### src/rtl/id_ex_operand_stage.sv
// ---------------------------------------------------------------------------
// id_ex_operand_stage
//   ID/EX pipeline register with an operand-forwarding network that feeds the
//   EX-stage ALU. Also detects load-use hazards: it stalls ID and inserts a
//   bubble into EX, and keeps a saturating count of the bubbles it inserts.
//
// Ports
//   clk, rst_n          clock (rising edge), asynchronous active-low reset
//   id_*                decoded instruction fields presented by ID
//   flush               squash the instruction entering EX (taken branch)
//   hold                downstream freeze; every register keeps its value
//   exm_*, mwb_*        EX/MEM and MEM/WB writeback info used for forwarding
//   stall_id            freeze IF/ID this cycle (combinational)
//   alu_operand1/2,
//   alu_mode, alu_en    ALU drive; alu_en mirrors ex_valid
//   ex_valid            EX holds a real instruction
//   ex_rd_idx           registered destination index
//   ex_reg_write        registered reg_write qualified by ex_valid
//   ex_mem_read         registered mem_read qualified by ex_valid
//   ex_store_data       forwarded rt value for stores
//   bubble_count        saturating count of load-use bubbles
// ---------------------------------------------------------------------------
module id_ex_operand_stage #(
    parameter int unsigned DATA_W = 32,
    parameter int unsigned REG_AW = 5,
    parameter int unsigned CNT_W  = 16
) (
    input  logic              clk,
    input  logic              rst_n,
    input  logic              id_valid,
    input  logic [DATA_W-1:0] id_rs_val,
    input  logic [DATA_W-1:0] id_rt_val,
    input  logic [REG_AW-1:0] id_rs_idx,
    input  logic [REG_AW-1:0] id_rt_idx,
    input  logic [REG_AW-1:0] id_rd_idx,
    input  logic              id_rs_used,
    input  logic              id_rt_used,
    input  logic [DATA_W-1:0] id_imm,
    input  logic              id_alu_src_imm,
    input  logic [3:0]        id_alu_mode,
    input  logic              id_reg_write,
    input  logic              id_mem_read,
    input  logic              flush,
    input  logic              hold,
    input  logic              exm_reg_write,
    input  logic [REG_AW-1:0] exm_rd_idx,
    input  logic [DATA_W-1:0] exm_result,
    input  logic              mwb_reg_write,
    input  logic [REG_AW-1:0] mwb_rd_idx,
    input  logic [DATA_W-1:0] mwb_result,
    output logic              stall_id,
    output logic [DATA_W-1:0] alu_operand1,
    output logic [DATA_W-1:0] alu_operand2,
    output logic [3:0]        alu_mode,
    output logic              alu_en,
    output logic              ex_valid,
    output logic [REG_AW-1:0] ex_rd_idx,
    output logic              ex_reg_write,
    output logic              ex_mem_read,
    output logic [DATA_W-1:0] ex_store_data,
    output logic [CNT_W-1:0]  bubble_count
);

    logic              valid_q;
    logic [DATA_W-1:0] rs_val_q;
    logic [DATA_W-1:0] rt_val_q;
    logic [REG_AW-1:0] rs_idx_q;
    logic [REG_AW-1:0] rt_idx_q;
    logic [REG_AW-1:0] rd_idx_q;
    logic [DATA_W-1:0] imm_q;
    logic              src_imm_q;
    logic [3:0]        mode_q;
    logic              reg_write_q;
    logic              mem_read_q;
    logic [CNT_W-1:0]  bubble_q;
    logic [CNT_W-1:0]  bubble_d;

    logic              lu;
    logic [DATA_W-1:0] fwd_rs;
    logic [DATA_W-1:0] fwd_rt;

    // Load-use: the load in EX produces its data too late for the consumer in ID.
    always_comb begin
        lu = valid_q && mem_read_q && id_valid &&
             ((id_rs_used && (id_rs_idx == rd_idx_q)) ||
              (id_rt_used && (id_rt_idx == rd_idx_q)));
    end

    always_comb begin
        stall_id = (lu && !flush) || hold;
    end

    always_comb begin
        bubble_d = bubble_q;
        if (bubble_q != '1) begin
            bubble_d = bubble_q + CNT_W'(1);
        end
    end

    // Priority: flush > hold > load-use bubble > normal capture.
    always_ff @(posedge clk or negedge rst_n) begin
        if (!rst_n) begin
            valid_q     <= 1'b0;
            rs_val_q    <= '0;
            rt_val_q    <= '0;
            rs_idx_q    <= '0;
            rt_idx_q    <= '0;
            rd_idx_q    <= '0;
            imm_q       <= '0;
            src_imm_q   <= 1'b0;
            mode_q      <= '0;
            reg_write_q <= 1'b0;
            mem_read_q  <= 1'b0;
            bubble_q    <= '0;
        end else if (flush) begin
            valid_q <= 1'b0;
        end else if (hold) begin
            valid_q <= valid_q;
        end else if (lu) begin
            valid_q  <= 1'b0;
            bubble_q <= bubble_d;
        end else begin
            valid_q     <= id_valid;
            rs_val_q    <= id_rs_val;
            rt_val_q    <= id_rt_val;
            rs_idx_q    <= id_rs_idx;
            rt_idx_q    <= id_rt_idx;
            rd_idx_q    <= id_rd_idx;
            imm_q       <= id_imm;
            src_imm_q   <= id_alu_src_imm;
            mode_q      <= id_alu_mode;
            reg_write_q <= id_reg_write;
            mem_read_q  <= id_mem_read;
        end
    end

    // Forwarding: EX/MEM is the younger producer, so it beats MEM/WB.
    always_comb begin
        fwd_rs = rs_val_q;
        if (exm_reg_write && (exm_rd_idx == rs_idx_q)) begin
            fwd_rs = exm_result;
        end else if (mwb_reg_write && (mwb_rd_idx == rs_idx_q)) begin
            fwd_rs = mwb_result;
        end
    end

    always_comb begin
        fwd_rt = rt_val_q;
        if (exm_reg_write && (exm_rd_idx == rt_idx_q)) begin
            fwd_rt = exm_result;
        end else if (mwb_reg_write && (mwb_rd_idx == rt_idx_q)) begin
            fwd_rt = mwb_result;
        end
    end

    always_comb begin
        alu_operand1  = fwd_rs;
        alu_operand2  = src_imm_q ? imm_q : fwd_rt;
        ex_store_data = fwd_rt;
        alu_mode      = mode_q;
        alu_en        = valid_q;
        ex_valid      = valid_q;
        ex_rd_idx     = rd_idx_q;
        ex_reg_write  = reg_write_q && valid_q;
        ex_mem_read   = mem_read_q && valid_q;
        bubble_count  = bubble_q;
    end

endmodule

### config.mk
export PLATFORM = sky130hd
export DESIGN_NAME = id_ex_operand_stage
export DESIGN_NICKNAME = d
export VERILOG_FILES = /design/src/rtl/id_ex_operand_stage.sv
export SDC_FILE = /design/constraint.sdc
export NUM_CORES = 1
export LEC_CHECK = 0
export CAP_MARGIN = 20
export CORE_ASPECT_RATIO = 1.2
export CORE_MARGIN = 4
export CORE_UTILIZATION = 46
export CTS_CLUSTER_SIZE = 25
export DETAILED_ROUTE_END_ITERATION = 8
export PLACE_DENSITY = 0.86
export SKIP_LAST_GASP = 1
export SLEW_MARGIN = 0
export SYNTH_ARGS = -nofsm -noshare
export SYNTH_HDL_FRONTEND = slang
export SYNTH_SLANG_ARGS = --single-unit
### constraint.sdc
create_clock -name clk -period 5.32 [get_ports clk]
set_input_delay 1.596 -clock clk [delete_from_list [all_inputs] [get_ports clk]]
set_output_delay 1.596 -clock clk [all_outputs]
set_load 0.02 [all_outputs]
==> out/metrics.csv, run 1 <==
stage,metric,value,unit
synth,ys_seq_area_share,44.6,%
critical_path,criticalPathCategory,primary input to output pin,
cts,cts.clk_slew.worst_paths,60,ps
global_routing,grt_pass1_vias,7681,
timing,fmax,189,MHz
placed_design,placedCellCount,1221,
power,p_total,3720,uW
hold_path,whs_endpoint,imm_q[10],
timing,worstMarginPinSlew,941,ps
detailed_routing,ant_nets,0,
layout,syn_to_final_growth,58.0,%
timing,maxSlewViolCount,0,
power,leakagePower,0.00475,uW
power,power.density,311,nW/um^2
global_routing,grt_overflow_total,0,
detailed_routing,postRouteWirelength,27800,um
die,initial_core_util,46.8,%
timing,finalCritPeriodShare,99.2,%
die,dieArea,18600,um^2
hold_path,hp-start,imm_q[10],
detailed_routing,drc,0,
critical_path,required,3720,ps
cts,cts_tree,yes,
critical_path,path_cells,"clkdlybuf4s50_1, xnor2_1, nand4_1, buf_4, or2_4, buf_12, a31oi_1, mux2_2, clkdlybuf4s15_1",
hold_path,hold_depth,1,
placed_design,dp_hpwl,20000,um
timing,final_hold_viol_count,0,
synth,syn-num-nets,886,
layout,fin_nets,1236,
die,num_rows,51,
cts,cts_buffer_depth,2,
global_routing,antenna_found_initial,1,
cts,worst_skew_pair.late_latency,420,ps
cts,cts_made_buffers,17,
critical_path,crit_fanout,27,
detailed_routing,via_per_inst,5.74,
die,core,16200,um^2
layout,fill_cells,1121,
detailed_routing,dr.pass1.iters,7,
synth,synth_cells,684,
global_routing,grt_pass1_wl,41900,um
detailed_routing,drtIter0Drc,638,
placed_design,port_buffers,326,
die,die_h,149,um
synth,synth_seq_cells,135,
critical_path,r2r_setup_slack,2810,ps
synth,yosys.cell_types.count,35,
hold_path,hp-class,flop to flop,
critical_path,arrival,3680,ps
synth,yosys_warnings,0,
synth,syn_avg_cell_area,11.1,um^2
cts,htreeDepth,4,
critical_path,endpoint_kind,output pin,
timing,setup_viol,0,
die,die_w,125,um
timing,fin_worst_skew,8.47,ps
global_routing,grt_usage,28.9,%
critical_path,r2r_end,rs_val_q[11],
critical_path,startpoint_type,primary input,
die,pin_count,327,
timing,relSlewSlack,37.3,%
critical_path,reg2reg_from,alu_en,
layout,regArea,3380,um^2
layout,postLayoutCoreUtil,73.9,%
synth,synth.top_cell.area_share,44.6,%
layout,finalNonFillerCells,1261,
power,vdd_drop_max,216,uV
critical_path,r2r_cells,7,
status,status,completed,
layout,multi_input_area,4070,um^2
global_routing,grt_max_degree,64,
detailed_routing,vias,7242,
timing,period_needed,5280,ps
timing,rsz0062_at_grt,true,
layout,drive_above_1_share,29.6,%
placed_design,gp_congestion,0.919,
critical_path,slowest_delay,510,ps
cts,cts_sinks,135,
cts,root_buffer,clkbuf_16,
job,max_cap_viol_count,0,
synth,yosysTopAreaCell,dfrtp_1,
synth,synth_area,7580,um^2
synth,ys_top_cells_by_area,"dfrtp_1 (45%), mux2_2 (18%), mux2i_1 (4.2%), o21ai_0 (4.2%), xnor2_1 (4.0%)",
critical_path,crit_path_top_delay_cell,clkdlybuf4s50_1,
detailed_routing,wl_per_cell,22.0,um
-- synthesized netlist by cell type --
cell type  instances
nand2_1           45
or3b_2             1
or2_1              1
xor2_1             9
buf_2             17
nor3_1            33
xnor2_2            1
ha_1               1
or2_2              1
clkbuf_1          33
buf_6              3
buf_4              4
o22ai_4            1
inv_1              1
and2_1             3
nand4_1           43
mux2_1            12
a31oi_1           31
nor2_1             6
and4_1             2
a311oi_2           1
a31oi_2            1
dfrtp_1          135
nor4_1             5
mux2_4            20
xnor2_1           35
a21oi_1            1
and3_1             8
o21ai_0           64
nor2_4             1
nand3_1           12
buf_1              1
mux2i_1           32
a21o_1             1
mux2_2           119
-- layer usage --
layer  global-route usage [%]  vias to the layer above  wire length [um]
met3                     7.69                       91              2020
met5                        0                        -                 0
li1                         -                     3222                 -
met4                     14.6                        0              1280
met1                     32.8                     3524             10100
met2                     50.2                      405             14400
-- cells by family (layout without fill, tap and decap cells) --
logic type	count (synthesis)	count (layout)	share of synthesized area, %
compound gates	100	100	7.58
simple gates	161	161	11.0
xor+xnor	45	45	5.30
buf+inv	59	422	3.70
mux	183	183	27.7
fa+ha+maj	1	1	0.165
flops	135	135	44.6
other cells	0	2	0
-- where the power goes --
part	switching [uW]	internal, uW	total (uW)
Clock	472	743	1210
Combinational	617	621	1240
Sequential	109	1160	1270
Total	1200	2520	3720
-- layout by cell type (no fill, tap or decap), types with 14 or more instances in the layout --
cell / n
o21ai_0: 52
a31oi_1: 15
dfrtp_1: 134
mux2_4: 20
nand2_1: 45
buf_4: 53
mux2i_1: 32
dlygate4sd2_1: 39
xnor2_1: 35
clkdlybuf4s50_1: 224
a31oi_2: 16
nor3_1: 31
nand4_1: 43
mux2_2: 119
clkbuf_16: 18
clkdlybuf4s15_1: 14
clkbuf_2: 32
-- repair_timing --
item / CTS / global route
pin swaps: 3 / 2
hold buffers: 0 / 0
buffers inserted: 3 / 0
gates cloned: 2 / 1
gates resized for setup: 179 / 103
endpoints found under the setup margin: 96 / 60
-- how the worst max path moves through the flow --
stage	slack, ps	startpoint	cells after the start	endpoint
final	40	exm_rd_idx[4]	9	alu_operand2[13]
after global placement	-520	mwb_rd_idx[3]	9	alu_operand1[0]
after floorplan	560	exm_rd_idx[0]	7	alu_operand2[10]
after global routing	-100	exm_rd_idx[4]	9	alu_operand2[29]
after CTS	-30	mwb_rd_idx[3]	9	alu_operand1[0]
after detailed placement	-550	mwb_rd_idx[3]	9	alu_operand1[0]
-- sequential cells by signal, indices dropped and copies added (netlist names) --
signal	flops
imm_q	32
rs_val_q	32
rt_val_q	32
bubble_count	16
ex_rd_idx	5
rs_idx_q	5
rt_idx_q	5
alu_mode	4
alu_en	1
mem_read_q	1
reg_write_q	1
src_imm_q	1
-- through the flow --
step                setup WS [ps]  hold WS (ps)  cell area, um^2  TNS [ps]
floorplan                     557           473             7580         0
global placement             -521           483            11300    -25800
detailed placement           -550           489            11300    -28540
CTS                         -26.6           503            12000     -26.6
global route                 -102           506            12000      -276
finish                       40.1           500            12000         0
-- critical path: cells and delay by family --
kind	cells	cell delay (ps)
multiplexers	1	200
XOR/XNOR	1	140
AND/OR/NAND/NOR	2	350
buffers and inverters	4	1150
AO/OA/AOI/OAI	1	230
-- cell type report --
class | instances | area share, %
multi-input combinational | 490 | 34.0
clock inverter | 13 | 1.40
timing repair buffer | 389 | 30.5
clock buffer | 19 | 3.61
inverter | 1 | 0.0313
antenna | 2 | 0.0418
sequential | 135 | 28.2
tap | 212 | 2.21
Power figures use the tool's default switching activity.
==> run 2, diff against run 1 <==
Settings changed: GPL_TIMING_DRIVEN set to 0.
==> run 2 against run 1 <==
The run now ends with negative setup slack left. Sequential share of layout area shrank 0.73 points. Largest cell class unchanged. Core utilization grew 1.9 points. Register-to-register slack better by 160 ps. Highest routed layer unchanged. Hold slack worse by 9.5 ps. Clock power increased by 7%. Combinational power grew 6%. Largest power group is now combinational logic. Via count up 3.3%. Critical endpoint is now alu_operand2[19]. Flip-flop and latch count unchanged.
==> out/metrics.csv, run 2 (synthesized netlist as in run 1, its figures left out) <==
stage,metric,value,unit,change
status,status,finished with violations,,
status,failed_checks,negative setup slack,,
die,pin_count,327,,unchanged
critical_path,reg2reg_from,alu_en,,
timing,relSlewSlack,48.0,%,+11 points
cts,cts_tree,yes,,
timing,setup_slack,-83.4,ps,-123 ps
timing,fin_hold_ws,491,ps,-9.51 ps
critical_path,r2r_setup_slack,2970,ps,+160 ps
layout,reg_top3,"imm_q x32, rs_val_q x32, rt_val_q x32",,
power,power.density,313,nW/um^2,+0.84%
critical_path,endpoint_kind,output pin,,
critical_path,crit_fanout,10,,-63%
critical_path,path_cells,"clkdlybuf4s50_1, xnor2_2, nand4_1, buf_4, clkbuf_2, o21ai_1, a31oi_4, mux2_2, buf_2",,
critical_path,arrival,3810,ps,+130 ps
layout,final_cell_mix,"clkdlybuf4s50_1 (222), dfrtp_1 (135), mux2_2 (118)",,
detailed_routing,via_per_inst,5.94,,+3.4%
placed_design,gp_congestion,0.856,,-6.8%
global_routing,grt_max_degree,77,,+20%
detailed_routing,postRouteWirelength,30500,um,+9.7%
critical_path,criticalPathCategory,primary input to output pin,,
cts,cts_buffer_depth,2,,unchanged
placed_design,dp_slack,-783,ps,-233 ps
placed_design,port_buffers,325,,-0.31%
cts,cts.clk_slew.worst_paths,60,ps,about the same
cts,htreeDepth,4,,unchanged
detailed_routing,wl_per_cell,24.2,um,+9.8%
critical_path,crit_path_top_delay_cell,clkdlybuf4s50_1,,
timing,fmax,185,MHz,-2.3%
power,leakagePower,0.00486,uW,+2.3%
global_routing,grt_pass1_vias,8119,,+5.7%
timing,rsz0062_at_grt,true,,
critical_path,r2r_end,rs_val_q[29],,
timing,maxSlewViolCount,0,,unchanged
detailed_routing,highest_layer,met4,,
global_routing,grt_usage,31.1,%,+2.2 points
layout,fin_nets,1237,,+0.081%
global_routing,grt_pass1_wl,45000,um,+7.2%
placed_design,placedCellCount,1222,,+0.082%
detailed_routing,drc,0,,unchanged
critical_path,cp.depth,9,,unchanged
critical_path,required,3720,ps,about the same
placed_design,dp_hpwl,20700,um,+3.3%
timing,final_hold_viol_count,0,,unchanged
job,max_cap_viol_count,0,,unchanged
hold_path,hp-class,flop to flop,,
critical_path,endpoint,alu_operand2[19],,
placed_design,placed_area,11100,um^2,-2.0%
detailed_routing,vias,7480,,+3.3%
layout,drive_above_1_share,35.4,%,+5.8 points
power,vdd_drop_max,216,uV,-0.10%
die,initial_core_util,46.8,%,unchanged
timing,worstMarginPinSlew,781,ps,-161 ps
detailed_routing,routed-wl-met2,15600,um,+8.4%
layout,mostFrequentLayoutCell,clkdlybuf4s50_1,,
die,num_rows,51,,unchanged
die,die_w,125,um,unchanged
detailed_routing,wl_met1,11000,um,+9.1%
critical_path,path_buf_inv,4,,unchanged
die,die_h,149,um,unchanged
die,dieArea,18600,um^2,unchanged
timing,finalCritPeriodShare,102,%,+2.3 points
global_routing,antenna_found_initial,0,,-1
critical_path,r2r_cells,7,,unchanged
critical_path,critPathLaunch,mwb_rd_idx[1],,
cts,root_buffer,clkbuf_16,,
critical_path,critPathTopFamily,buffers and inverters,,
timing,setup_viol,3,,+3
detailed_routing,dr.pass1.iters,5,,-2
hold_path,hold_depth,1,,unchanged
critical_path,slowest_delay,560,ps,+50 ps
timing,period_needed,5400,ps,+123 ps
layout,final_cell_area,12300,um^2,+2.6%
die,core,16200,um^2,unchanged
cts,cts_made_buffers,17,,unchanged
critical_path,startpoint_type,primary input,,
cts,cts_sinks,135,,unchanged
layout,syn_to_final_growth,62.2,%,
detailed_routing,ant_nets,0,,unchanged
global_routing,grt_overflow_total,0,,unchanged
detailed_routing,drtIter0Drc,723,,+13%
layout,n_antenna_cell,0,,-2
layout,finalNonFillerCells,1260,,-0.079%
timing,fin_worst_skew,11.5,ps,+3.03 ps
cts,worst_skew_pair.late_latency,430,ps,about the same
detailed_routing,wl_met3,2350,um,+16%
power,p_total,3850,uW,+3.5%
## run 2: final cells by class
type,instances,area (um^2)
Buffer,53,399
Clock buffer,21,460
Clock inverter,11,173
Fill cell,1090,3920
Inverter,1,3.75
Multi-Input combinational cell,491,4520
Sequential cell,135,3380
Tap cell,212,265
Timing Repair Buffer,336,3090
## run 2: metal layers
layer / track usage, % / vias to the layer above
li1: - / 3224
met1: 35.1 / 3712
met2: 54.6 / 432
met3: 7.90 / 112
met4: 15.7 / 0
met5: 0 / -
## run 2: worst min-delay path by stage
stage | startpoint | endpoint
floorplan | reg_write_q | reg_write_q
CTS | bubble_count[7] | bubble_count[7]
detailed placement | bubble_count[7] | bubble_count[7]
global route | imm_q[15] | imm_q[15]
finish | bubble_count[7] | bubble_count[7]
global placement | rt_val_q[24] | rt_val_q[24]
## run 2: what timing repair did
| action | 4_1_cts | 5_1_grt |
|---|---|---|
| gates cloned | 0 | 1 |
| gates resized for setup | 377 | 126 |
| pin swaps | 4 | 9 |
| endpoints found under the setup margin | 97 | 94 |
| buffers inserted | 7 | 3 |
| hold buffers | 0 | 0 |
## run 2: worst reg2reg max path: stages, from the launching register on
cell,delay [ps]
dfrtp_1,430
and3_1,230
nand4_1,150
o22ai_4,110
buf_4,200
nor2_4,310
buf_2,400
mux2_2,390
## run 2: stage by stage
step                utilization [%]  setup TNS [ps]
floorplan                         -               0
detailed placement             68.6          -61230
finish                         75.8            -138
global placement               68.5         -439250
CTS                            75.6            -499
global route                   75.8            -898
## run 2: power breakdown
part	switching (uW)	leakage (uW)	internal, uW	total (uW)
logic	692	0.00293	616	1310
registers	96.0	0.00162	1160	1260
clock network	476	0.000307	811	1290
==> run 3, diff against run 2 <==
Settings changed: CORE_UTILIZATION 46 to 39, PLACE_DENSITY 0.86 to not set, PLACE_DENSITY_LB_ADDON set to 0.1, RECOVER_POWER set to 100.
Clock period 5.32 ns to 4.8 ns, I/O delays scaled along.
==> run 3 against run 2 <==
The run ends with max-capacitance violations, max-slew violations, negative setup slack left. Non-clock buffer count is 9 higher. Die area increased by 17%. Register-to-register slack lost 1600 ps. First-iteration DRC count down 56%. Core utilization down 11 points. Final cell count up 4.4%. Clock power shrank 5%. Sequential power is 9.5% higher. Critical path depth did not move. Worst setup slack improved by 82 ps. Sequential share of layout area is essentially flat.
==> out/metrics.csv, run 3 (synthesized netlist as in run 1, its figures left out) <==
stage,metric,value,unit,change
status,status,finished with violations,,
status,failed_checks,"max-capacitance violations, max-slew violations, negative setup slack",,
hold_path,hp-start,rt_val_q[4],,
job,max_cap_viol_count,1,,+1
placed_design,dp_slack,-1030,ps,-245 ps
cts,cts_made_buffers,17,,unchanged
critical_path,critPathLaunch,mwb_rd_idx[1],,
timing,setup_slack,-1.05,ps,+82.3 ps
critical_path,critPathTopFamily,buffers and inverters,,
global_routing,grt_pass1_vias,7594,,-6.5%
detailed_routing,drc,0,,unchanged
critical_path,r2r_setup_slack,1390,ps,-1580 ps
cts,worst_skew_pair.late_latency,420,ps,about the same
critical_path,path_buf_inv,4,,unchanged
detailed_routing,wl_per_cell,21.7,um,-10%
critical_path,criticalPathCategory,primary input to output pin,,
hold_path,hp-class,flop to flop,,
critical_path,startpoint_type,primary input,,
die,pin_count,327,,unchanged
placed_design,dp_hpwl,20800,um,+0.58%
cts,htreeDepth,4,,unchanged
critical_path,r2r_end,rt_val_q[5],,
die,initial_core_util,39.9,%,-6.9 points
cts,cts_tree,yes,,
layout,reg_top3,"imm_q x32, rs_val_q x32, rt_val_q x32",,
placed_design,gp_congestion,0.822,,-3.9%
critical_path,crit_fanout,6,,-4
layout,final_cell_area,12300,um^2,-0.12%
detailed_routing,postRouteWirelength,28500,um,-6.4%
power,comb_power_share,35.1,%,+1.2 points
detailed_routing,drtIter0Drc,315,,-56%
power,vdd_drop_max,241,uV,+12%
power,power.density,327,nW/um^2,+4.3%
cts,root_buffer,clkbuf_16,,
die,dieArea,21700,um^2,+17%
critical_path,crit_path_top_delay_cell,nor4_2,,
global_routing,antenna_found_initial,5,,+5
detailed_routing,vias,7097,,-5.1%
global_routing,grt_pass1_wl,43600,um,-3.0%
layout,postLayoutCoreUtil,64.6,%,-11 points
cts,cts.clk_slew.worst_paths,50,ps,about the same
critical_path,endpoint_kind,output pin,,
layout,fin_nets,1246,,+0.73%
timing,final_hold_viol_count,0,,unchanged
layout,finalNonFillerCells,1315,,+4.4%
die,core,19000,um^2,+17%
power,swShare,33.3,%,+0.44 points
critical_path,reg2reg_from,alu_en,,
power,p_seq_share,34.4,%,+1.8 points
timing,relSlewSlack,-97.3,%,-150 points
timing,period_needed,4800,ps,
detailed_routing,via_per_inst,5.40,,-9.1%
placed_design,port_buffers,325,,unchanged
timing,fin_worst_skew,12.7,ps,+1.17 ps
placed_design,placed_area,11200,um^2,+0.49%
power,leakagePower,0.00482,uW,-0.72%
power,power.switching,1330,uW,+5.5%
die,die_h,161,um,+8.1%
critical_path,arrival,3360,ps,-450 ps
power,p_int,2680,uW,+3.4%
timing,rsz0062_at_grt,true,,
layout,mostFrequentLayoutCell,clkdlybuf4s50_1,,
hold_path,hold_depth,1,,unchanged
cts,cts_hold_buffers,0,,unchanged
critical_path,r2r_cells,8,,+1
die,die_w,135,um,+8.1%
critical_path,cp.depth,9,,unchanged
global_routing,grt_overflow_total,0,,unchanged
cts,cts_buffer_depth,2,,unchanged
timing,worstMarginPinSlew,2960,ps,+2180 ps
die,num_rows,55,,+7.8%
cts,cts_sinks,135,,unchanged
timing,maxSlewViolCount,61,,+61
global_routing,grt_usage,25.9,%,-5.2 points
critical_path,path_cells,"dlygate4sd2_1, xor2_1, nor4_2, and3_1, buf_6, clkbuf_4, mux2i_1, o21ai_0, buf_2",,
layout,final_cell_mix,"clkdlybuf4s50_1 (187), dfrtp_1 (135), mux2_2 (119)",,
layout,drive_above_1_share,32.8,%,-2.6 points
critical_path,endpoint,alu_operand1[13],,
timing,fmax,208,MHz,
power,pwr-share-clk,30.4,%,-3.0 points
global_routing,grt_max_degree,76,,-1.3%
timing,setup_viol,1,,-2
critical_path,slowest_delay,310,ps,-250 ps
detailed_routing,dr.pass1.iters,5,,unchanged
layout,syn_to_final_growth,62.0,%,
timing,finalCritPeriodShare,100,%,
layout,fill_cells,1619,,+49%
critical_path,required,3360,ps,-360 ps
placed_design,placedCellCount,1266,,+3.6%
detailed_routing,ant_nets,0,,unchanged
-- run 3: cell type report --
class / instances / area (um^2) / area share (%)
Clock inverter: 9 / 78.8 / 0.642
Buffer: 55 / 429 / 3.50
Multi-Input combinational cell: 491 / 4460 / 36.4
Clock buffer: 22 / 454 / 3.70
Tap cell: 256 / 320 / 2.61
Sequential cell: 135 / 3380 / 27.5
Inverter: 1 / 3.75 / 0.0306
Timing Repair Buffer: 343 / 3140 / 25.6
Antenna cell: 3 / 7.51 / 0.0612
-- run 3: per-layer routing --
layer / global-route usage (%) / up-vias / part of all wire, %
met3: 7.42 / 46 / 7.5
met2: 45.5 / 265 / 51
met1: 30.0 / 3530 / 38
met5: 0 / - / 0.077
li1: - / 3252 / -
met4: 8.98 / 4 / 2.9
-- run 3: how the worst min path moves through the flow --
| stage | endpoint |
|---|---|
| 6_report | rt_val_q[4] |
| 5_1_grt | imm_q[19] |
| 4_1_cts | rt_val_q[10] |
| 3_5_place_dp | rt_val_q[4] |
| 3_3_place_gp | rt_val_q[24] |
| 2_1_floorplan | reg_write_q |
-- run 3: worst reg2reg max path, cell delays in order, from the launching register on --
cell	delay, ps
dfrtp_1	430
and3_1	240
nand4_1	110
o22ai_1	150
clkbuf_1	350
nor2_1	750
clkbuf_1	640
buf_6	270
mux2_1	350
-- run 3: what timing repair did --
action                     in CTS  in global routing
gates cloned                    2                  1
setup endpoints to repair      97                 93
buffers inserted               13                  2
pin swaps                      11                  2
gates resized for setup       521                 38
-- run 3: power groups by stage --
stage	Clock [uW]	Combinational, uW	Sequential (uW)
detailed placement	0	1430	1400
global route	1290	1500	1400
finish	1220	1410	1380
global placement	0	1410	1390
CTS	1250	1460	1380
floorplan	0	710	1380
-- run 3: metrics by stage --
| step | setup TNS (ps) | hold WS [ps] | total power [uW] |
|---|---|---|---|
| 3_3_place_gp | -556140 | 483 | 2800 |
| 3_5_place_dp | -81660 | 488 | 2820 |
| 4_1_cts | -652 | 504 | 4090 |
| 5_1_grt | -299 | 512 | 4190 |
| 6_report | -1.05 | 485 | 4010 |
| 2_1_floorplan | 0 | 473 | 2090 |
